`src/rtl/nv_arb_pkg.sv`:
```
// Shared types and helpers for the NVDLA grant schedulers.
// Holds the arbiter FSM encoding and the weight normalisation.
package nv_arb_pkg;

   localparam int NV_ARB_MAXREQ = 16;
   localparam int NV_ARB_WMAX = 16;

   typedef enum logic {
      IDLE,
      ACTIVE
   } arb_st_e;

   function automatic logic [NV_ARB_WMAX-1:0] wt_eff(
      input logic [NV_ARB_WMAX-1:0] w
   );
      return (w == '0) ? NV_ARB_WMAX'(1) : w;
   endfunction

endpackage

```
`src/rtl/nv_rr_pick.sv`:
```
// Circular priority picker: first set req bit after cur,
// wrapping, with cur itself as the last candidate.
module nv_rr_pick
   import nv_arb_pkg::*;
#(
   parameter int NREQ = 4,
   parameter int IDX_W = $clog2(NREQ)
) (
   input  logic [NREQ-1:0]  req,
   input  logic [IDX_W-1:0] cur,
   output logic             found,
   output logic [NREQ-1:0]  oh,
   output logic [IDX_W-1:0] idx
);

   int               j;
   logic [IDX_W-1:0] jj;

   // Walk from the farthest candidate inward so the nearest wins.
   always_comb begin
      found = 1'b0;
      oh    = '0;
      idx   = '0;
      j     = 0;
      jj    = '0;
      for (int i = NREQ; i >= 1; i--) begin
         j = int'(cur) + i;
         if (j >= NREQ) j = j - NREQ;
         jj = IDX_W'(j);
         if (req[jj]) begin
            found  = 1'b1;
            oh     = '0;
            oh[jj] = 1'b1;
            idx    = jj;
         end
      end
   end

endmodule

```
`src/rtl/nv_wrr_arb.sv`:
```
// Weighted round-robin grant scheduler with registered one-hot
// grant and valid/ready handshake toward the shared resource.
module nv_wrr_arb
   import nv_arb_pkg::*;
#(
   parameter int NREQ = 4,
   parameter int WT_W = 4,
   parameter int IDX_W = $clog2(NREQ)
) (
   input  logic                 nvdla_core_clk,
   input  logic                 nvdla_core_rst,
   input  logic [NREQ-1:0]      req,
   input  logic [NREQ*WT_W-1:0] wt,
   input  logic                 gnt_rdy,
   output logic                 gnt_vld,
   output logic [NREQ-1:0]      gnt,
   output logic [IDX_W-1:0]     gnt_idx
);

   localparam logic [IDX_W-1:0] CUR_RST = IDX_W'(NREQ - 1);

   arb_st_e          st;
   arb_st_e          st_nxt;
   logic [IDX_W-1:0] cur;
   logic [IDX_W-1:0] cur_nxt;
   logic [IDX_W-1:0] idx_nxt;
   logic [IDX_W-1:0] pk_idx;
   logic [WT_W-1:0]  cnt;
   logic [WT_W-1:0]  cnt_nxt;
   logic [WT_W-1:0]  wt_sel;
   logic [WT_W-1:0]  cnt_ld;
   logic [NREQ-1:0]  gnt_nxt;
   logic [NREQ-1:0]  pk_oh;
   logic             pk_found;
   logic             ld;
   logic             cont;

   nv_rr_pick #(
      .NREQ  (NREQ),
      .IDX_W (IDX_W)
   ) u_pick (
      .req   (req),
      .cur   (cur),
      .found (pk_found),
      .oh    (pk_oh),
      .idx   (pk_idx)
   );

   assign gnt_vld = (st == ACTIVE);
   assign ld      = !gnt_vld || gnt_rdy;
   assign cont    = req[cur] && (cnt != '0);
   assign wt_sel  = wt[pk_idx*WT_W +: WT_W];
   assign cnt_ld  = WT_W'(wt_eff(NV_ARB_WMAX'(wt_sel))
                         - NV_ARB_WMAX'(1));

   always_comb begin
      st_nxt  = st;
      cur_nxt = cur;
      cnt_nxt = cnt;
      gnt_nxt = gnt;
      idx_nxt = gnt_idx;
      if (ld) begin
         if (cont) begin
            st_nxt  = ACTIVE;
            cnt_nxt = cnt - 1'b1;
            gnt_nxt = NREQ'(1) << cur;
            idx_nxt = cur;
         end else if (pk_found) begin
            st_nxt  = ACTIVE;
            cur_nxt = pk_idx;
            cnt_nxt = cnt_ld;
            gnt_nxt = pk_oh;
            idx_nxt = pk_idx;
         end else begin
            st_nxt  = IDLE;
            cnt_nxt = '0;
            gnt_nxt = '0;
            idx_nxt = '0;
         end
      end
   end

   always_ff @(posedge nvdla_core_clk) begin
      if (nvdla_core_rst) begin
         st      <= IDLE;
         cur     <= CUR_RST;
         cnt     <= '0;
         gnt     <= '0;
         gnt_idx <= '0;
      end else begin
         st      <= st_nxt;
         cur     <= cur_nxt;
         cnt     <= cnt_nxt;
         gnt     <= gnt_nxt;
         gnt_idx <= idx_nxt;
      end
   end

endmodule

```
`config.mk`:
```
export PLATFORM = sky130hd
export DESIGN_NAME = nv_wrr_arb
export DESIGN_NICKNAME = d
export VERILOG_FILES = /design/src/rtl/nv_arb_pkg.sv /design/src/rtl/nv_rr_pick.sv /design/src/rtl/nv_wrr_arb.sv
export SDC_FILE = /design/constraint.sdc
export NUM_CORES = 1
export LEC_CHECK = 0
export ABC_AREA = 0
export ABC_CLOCK_PERIOD_IN_PS = 2900
export BUFFER_PORTS_ARGS = -buffer_cell sky130_fd_sc_hd__buf_2
export CORE_ASPECT_RATIO = 0.7
export CORE_MARGIN = 3
export CORE_UTILIZATION = 49
export DETAILED_ROUTE_END_ITERATION = 10
export MAX_ROUTING_LAYER = met4
export PLACE_DENSITY = 0.76
export SYNTH_ARGS = -nofsm -noshare
export SYNTH_HDL_FRONTEND = slang
export SYNTH_SLANG_ARGS = --single-unit
export TNS_END_PERCENT = 100
```
`constraint.sdc`:
```
create_clock -name nvdla_core_clk -period 2.9 [get_ports nvdla_core_clk]
set_clock_uncertainty 0.2 [all_clocks]
set_input_delay 0.29 -clock nvdla_core_clk [delete_from_list [all_inputs] [get_ports nvdla_core_clk]]
set_output_delay 0.29 -clock nvdla_core_clk [all_outputs]
set_load 0.01 [all_outputs]
```
* After elaboration in Yosys (flattened, before gate mapping)
Index checks and enable logic that the tools add are counted.
** Operators by class
- Add/sub/neg operators :: 10
- $lt $le $gt $ge :: 13
- Shift-type cells :: 2
- Mux-type cells :: 43
- Bitwise logic cells :: 1
- Reduce and logical (&&, ||, !) cells :: 10
** Operators with widths (count)
- two-way mux 4 bit :: 9
- two-way mux 2 bit :: 10
- indexed part select 16 x 5 -> 4 bit :: 1
- < comparator 2 x 3 -> 1 bit, second input constant :: 5
- two-way mux 1 bit :: 15
- binary-select mux 1 bit (select 2 bit) :: 5
- greater-or-equal comparator 3 bit, second input constant :: 3
- demux 1 bit (select 2 bit) :: 4
- greater-or-equal comparator 2 x 1 -> 1 bit, second input constant :: 4
- subtractor 2 x 1 -> 2 bit, second input constant :: 4
- subtractor 4 x 1 -> 4 bit, second input constant :: 2
- adder 2 x 2 -> 3 bit, second input constant :: 2
- logical AND 1 bit :: 5
- adder 2 x 3 -> 4 bit, second input constant :: 1
- greater-or-equal comparator 4 x 3 -> 1 bit, second input constant :: 1
- zero test 4 bit :: 1
- nonzero test 4 bit :: 1
- left shift 1 x 2 -> 4 bit, first input constant :: 1
- adder 2 x 1 -> 3 bit, second input constant :: 1
- AND reduction 3 bit :: 1
- zero test 1 bit :: 1
- logical OR 1 bit :: 1
- NOT 1 bit :: 1
** Word-level totals
- Flip-flop bits (word level) :: 13
- Input bits :: 23
- Output and inout bits :: 7
- Word-level logic and storage cells :: 84

* Longest topological paths before layout
- Depth in word-level cells :: 15
- Gate-level depth with buffers :: 11
- Depth with buffers taken out :: 9

* Cells and area by module
A second synthesis with hierarchy kept.
** Unflattened totals
- Cells, all modules :: 160
- Area, all modules :: 1401.3 um2
** Modules (own cells, without submodules)
- nv_wrr_arb :: instances 1, cells an instance 88, area each 814.5 um2, seq. area each 260.2 um2
- nv_rr_pick :: instances 1, cells an instance 72, area each 586.8 um2, seq. area each 0.0 um2

* Worst setup path before layout
Ideal clock, no wire load.
- Path type :: flip-flop to flip-flop
- From :: register cur[0]
- To :: register cnt[1]
- Library setup time :: 135 ps
- Arrival :: 2497 ps
- Path slack :: 68 ps
- Stages on the path, launching flop included :: 11
- Buffers on the path :: 2
- Clock period less this slack :: 2832 ps
- Cell sequence :: dfxtp_1 -> buf_6 -> inv_2 -> ha_1 -> buf_1 -> nand3_1 -> a32o_2 -> a211oi_4 -> mux2_4 -> a21oi_2 -> a211oi_2
** Between the ends
- Longest elaborated chain between the ends :: 15
- Elaborated cells on any way between the ends :: 41
- Classes of those cells :: add/sub: 9; order compare: 4; shift: 1; mux: 25; reduce/logical: 2
** RTL lines
- start, declared :: RTL line nv_wrr_arb.sv:24 : logic [IDX_W-1:0] cur;
- start signal, assigned :: RTL line nv_wrr_arb.sv:92 : cur <= cur_nxt;
- adder 2 x 3 -> 4 bit :: RTL line nv_rr_pick.sv:27 : j = int'(cur) + i;
- greater-or-equal comparator 4 x 3 -> 1 bit or subtractor 2 x 1 -> 2 bit (tied branches) :: RTL line nv_rr_pick.sv:28 : if (j >= NREQ) j = j - NREQ;
- two-way mux 2 bit :: RTL line nv_rr_pick.sv:28
- binary-select mux 1 bit (select 2 bit) :: RTL line nv_rr_pick.sv:30 : if (req[jj]) begin
- two-way mux 1 bit (not written as such) :: RTL line nv_rr_pick.sv:30
- two-way mux 2 bit (4 in series) :: RTL line nv_rr_pick.sv:30
- indexed part select 16 x 5 -> 4 bit :: RTL line nv_wrr_arb.sv:52 : assign wt_sel = wt[pk_idx*WT_W +: WT_W];
- zero test 4 bit :: RTL line nv_arb_pkg.sv:16 : return (w == '0) ? NV_ARB_WMAX'(1) : w;
- two-way mux 4 bit :: RTL line nv_arb_pkg.sv:16
- subtractor 4 x 1 -> 4 bit :: RTL line nv_wrr_arb.sv:54 : - NV_ARB_WMAX'(1));
- two-way mux 4 bit :: RTL line nv_wrr_arb.sv:68 : end else if (pk_found) begin
- two-way mux 4 bit * :: RTL line nv_wrr_arb.sv:63 : if (cont) begin
- end signal, assigned :: RTL line nv_wrr_arb.sv:93 : cnt <= cnt_nxt;
- end, declared :: RTL line nv_wrr_arb.sv:28 : logic [WT_W-1:0] cnt;
Every way passes the cells marked *; elsewhere a longest branch is shown, timed or not. The select of a mux whose other input is x is not followed.
A chain may end at the register's enable or synchronous reset.

* Worst setup path after layout
- From :: register cur[0]
- To :: register cnt[2]
The elaborated chain is that of the path after synthesis.

==> summary.txt <==
STA
  – Worst Tran Pin Value: approximately 700 ps
  – Maximum clock rate: between 0.3 and 0.4 GHz
  – Hold Worst Slack: 193.0 ps
  – Final hold violation count: 0
  – Min cycle time layout: between 2000 and 3000 ps
  – Setup violations, final: 0
  – Rel. slew slack: 0.5328
  – Unrepaired setup endpoints after global routing: false
  – Final worst-path cycle share: 0.9219
  – Final Max Slew Viols: 0
  – Post-Route Setup TNS: 0 ps

Logic synthesis
  – Distinct cells, synth: 50
  – Mapped Avg Cell Area: a little over 8 um2
  – Top_reg_cell synth: dfxtp_1
  – Post-synthesis sequential area ratio: 0.1831
  – Synth top area cells: dfxtp_1 18%, ha_1 7.9%, mux2i_1 6.3%, nor3_1 5.3%, nor2_1 4.2%
  – Ys async rst share: 0
  – Post-synth EDFFs: 0
  – Post-synthesis cell count: approximately 170
  – FF+latch count, synth: 13
  – Post-synth top area share: 0.1831
  – Yosys warning count: 0
  – Largest area contributor in the netlist: dfxtp_1
  – Syn nets: approximately 200
  – Post-synthesis cell area: 0.001421 mm2

Global routing
  – Largest net degree at the start of global routing: 19
  – First-pass GRT wire length: around 5800 um
  – Vias in the first global route: around 1200
  – GRT overflow: 0
  – Total GRT Usage: 0.2020
  – Initial antenna violation count: 0

Setup path
  – Startpoint Class: flop
  – Critical Path AT: roughly 2600 ps
  – Peak fanout along the critical path: 14
  – FF-to-FF path depth: 8
  – Crit end category: flop
  – CP required: around 2800 ps
  – Critical path type: reg2reg

Final layout
  – Final Cell Area: 0.001614 mm2
  – N_diodes: 0
  – Layout cell share with drive strength beyond 1: 0.2857
  – Post-route insts no fill: 230
  – Synthesis-to-layout area growth: 13.56%
  – Register Area: around 260 um2
  – Multi-input gate area: 0.001080 mm2
  – Fin util: 0.6187
  – Nets: ~230
  – Fillers: roughly 230

Floorplanning
  – Initial Util: 0.5448
  – DIE AREA: 0.003593 mm2
  – Num ports: 30
  – Row count: 15
  – Die W: between 70 and 80 um
  – Die Ht: slightly above 50 um
  – Area of the core: between 0.002 and 0.003 mm2

Power
  – Peak supply drop: around 420 uV
  – Internal cell power: 849.1 uW
  – Comb power frac: 0.722
  – Seq pwr share: 0.175
  – Pwr per Cell Area: just over 1000 mW/mm2
  – P_leak: 0.0006734 uW
  – Switching Share: 0.4785
  – Clk pwr share: 0.103
  – Psw: 779.2 uW

CTS
  – Post_cts resized: 0
  – CTS HTree Levels: 1
  – Reg clk slew, reported paths: 60 ps
  – CTS Buf Count: 3
  – Max clock buf depth: 2
  – Skew-Pair Late Insertion Delay: approximately 240 ps
  – Number of clock sinks: 13
  – Post-CTS Setup Repair Bufs: 0
  – CTS Hold Bufs: 0
  – Root Driver: clkbuf_8
  – CTS tree: built

Run
  – Max-Cap Viols: 0

Drt
  – WL final: between 3000 and 4000 um
  – Wire length per cell: between 15 and 20 um
  – Drt pass-1 iters: 4
  – Via-per-instance ratio: roughly 6.2
  – Drt initial violations: 110
  – Antenna viol nets, final: 0
  – DRC: 0
  – DR vias: 1432

Worst hold path
  – Min-delay worst type: in2reg
  – Hold Path Depth: 2

Run status
  – Status: finished clean

Place
  – # placed instances: between 200 and 250
  – PortBufs: 29
  – Final HPWL DP: about 2800 um
  – RePlAce Congestion: just under 1
  – Post-DP Area: 0.001569 mm2
==> cell families (layout without fill, tap and decap cells) <==
group	after synthesis	count (layout)	share of synthesized area
and+or+nand+nor	59	59	0.2069
muxes	19	19	0.1673
buffers and inverters	16	41	0.05721
AOI/OAI and AO/OA	55	55	0.3063
adders and majority gates	9	9	0.07923
DFF	13	13	0.1831
==> cell type report <==
| type | instances | area share |
|---|---|---|
| Clock buffer | 4 | 0.02791 |
| Tap cell | 34 | 0.02636 |
| Inverter | 5 | 0.01163 |
| Multi-Input combinational cell | 142 | 0.6690 |
| Sequential cell | 13 | 0.1612 |
| Timing Repair Buffer | 32 | 0.1039 |
==> cells in the mapped netlist, types with 3 or more instances <==
library cell   n
a21oi_1        9
a221o_1        4
a311oi_1       4
a32oi_1        4
buf_2          5
clkbuf_1       3
dfxtp_1       13
ha_1           9
inv_1          3
mux2_2         3
mux2i_1        9
nand2_1        7
nand2b_1       3
nand3_1        5
nor2_1        16
nor3_1        15
nor4_1         3
o211ai_1       6
o21ai_0        7
==> cells in the final DEF, fill, tap and decap left out, drive strengths merged, types with 6 or more instances in the layout <==
cell     n
a21oi   11
buf     32
dfxtp   13
ha       9
mux2     6
mux2i   11
nand2    7
nor2    19
nor3    15
o211ai   6
o21ai    7
==> final timing paths <==
kind | startpoint | endpoint | slack [ps]
hold / removal | nvdla_core_rst | cnt[0]$_SDFFE_PP0P_ | 190
hold reg to reg | gnt_idx[0]$_SDFFE_PP0P_ | gnt_idx[0]$_SDFFE_PP0P_ | 290
setup / recovery | cur[0]$_SDFFE_PP1P_ | cnt[2]$_SDFFE_PP0P_ | 230
setup reg to reg | cur[0]$_SDFFE_PP1P_ | cnt[2]$_SDFFE_PP0P_ | 230
==> registers in the layout, indices dropped and copies added, names as in the netlist <==
signal / cells
cur: 2
gnt_idx: 2
gnt_vld: 1
gnt: 4
cnt: 4
==> through the flow <==
step / power [uW] / setup slack, ps
6_report: 1628 / 226.5
5_1_grt: 1745 / 19.02
4_1_cts: 1613 / 232.1
3_5_place_dp: 1447 / 242.7
3_3_place_gp: 1417 / 360.9
2_1_floorplan: 1208 / 68.08
==> per-layer routing <==
metal	GRT usage	share of wire	wire, um
met1	0.2929	0.51	1812
met2	0.2966	0.43	1510
met3	0.03143	0.060	212
met4	0.04140	0.0045	16
met5	-	0	0
==> power groups by stage <==
stage | combinational (uW) | clock [uW] | sequential, uW
global route | 1280 | 172 | 293
CTS | 1160 | 165 | 285
finish | 1180 | 167 | 285
global placement | 1130 | 0 | 285
detailed placement | 1160 | 0 | 289
floorplan | 896 | 0 | 312
==> critical path, cell delays in order, from the launching register on <==
cell      delay [ps]
dfxtp_1          350
inv_2            100
ha_1             440
nor2_1           100
a21oi_2          540
mux2_2           410
mux2i_1          170
nand2b_1         130
a31oi_1          100
(Power assumes the default switching activity.)
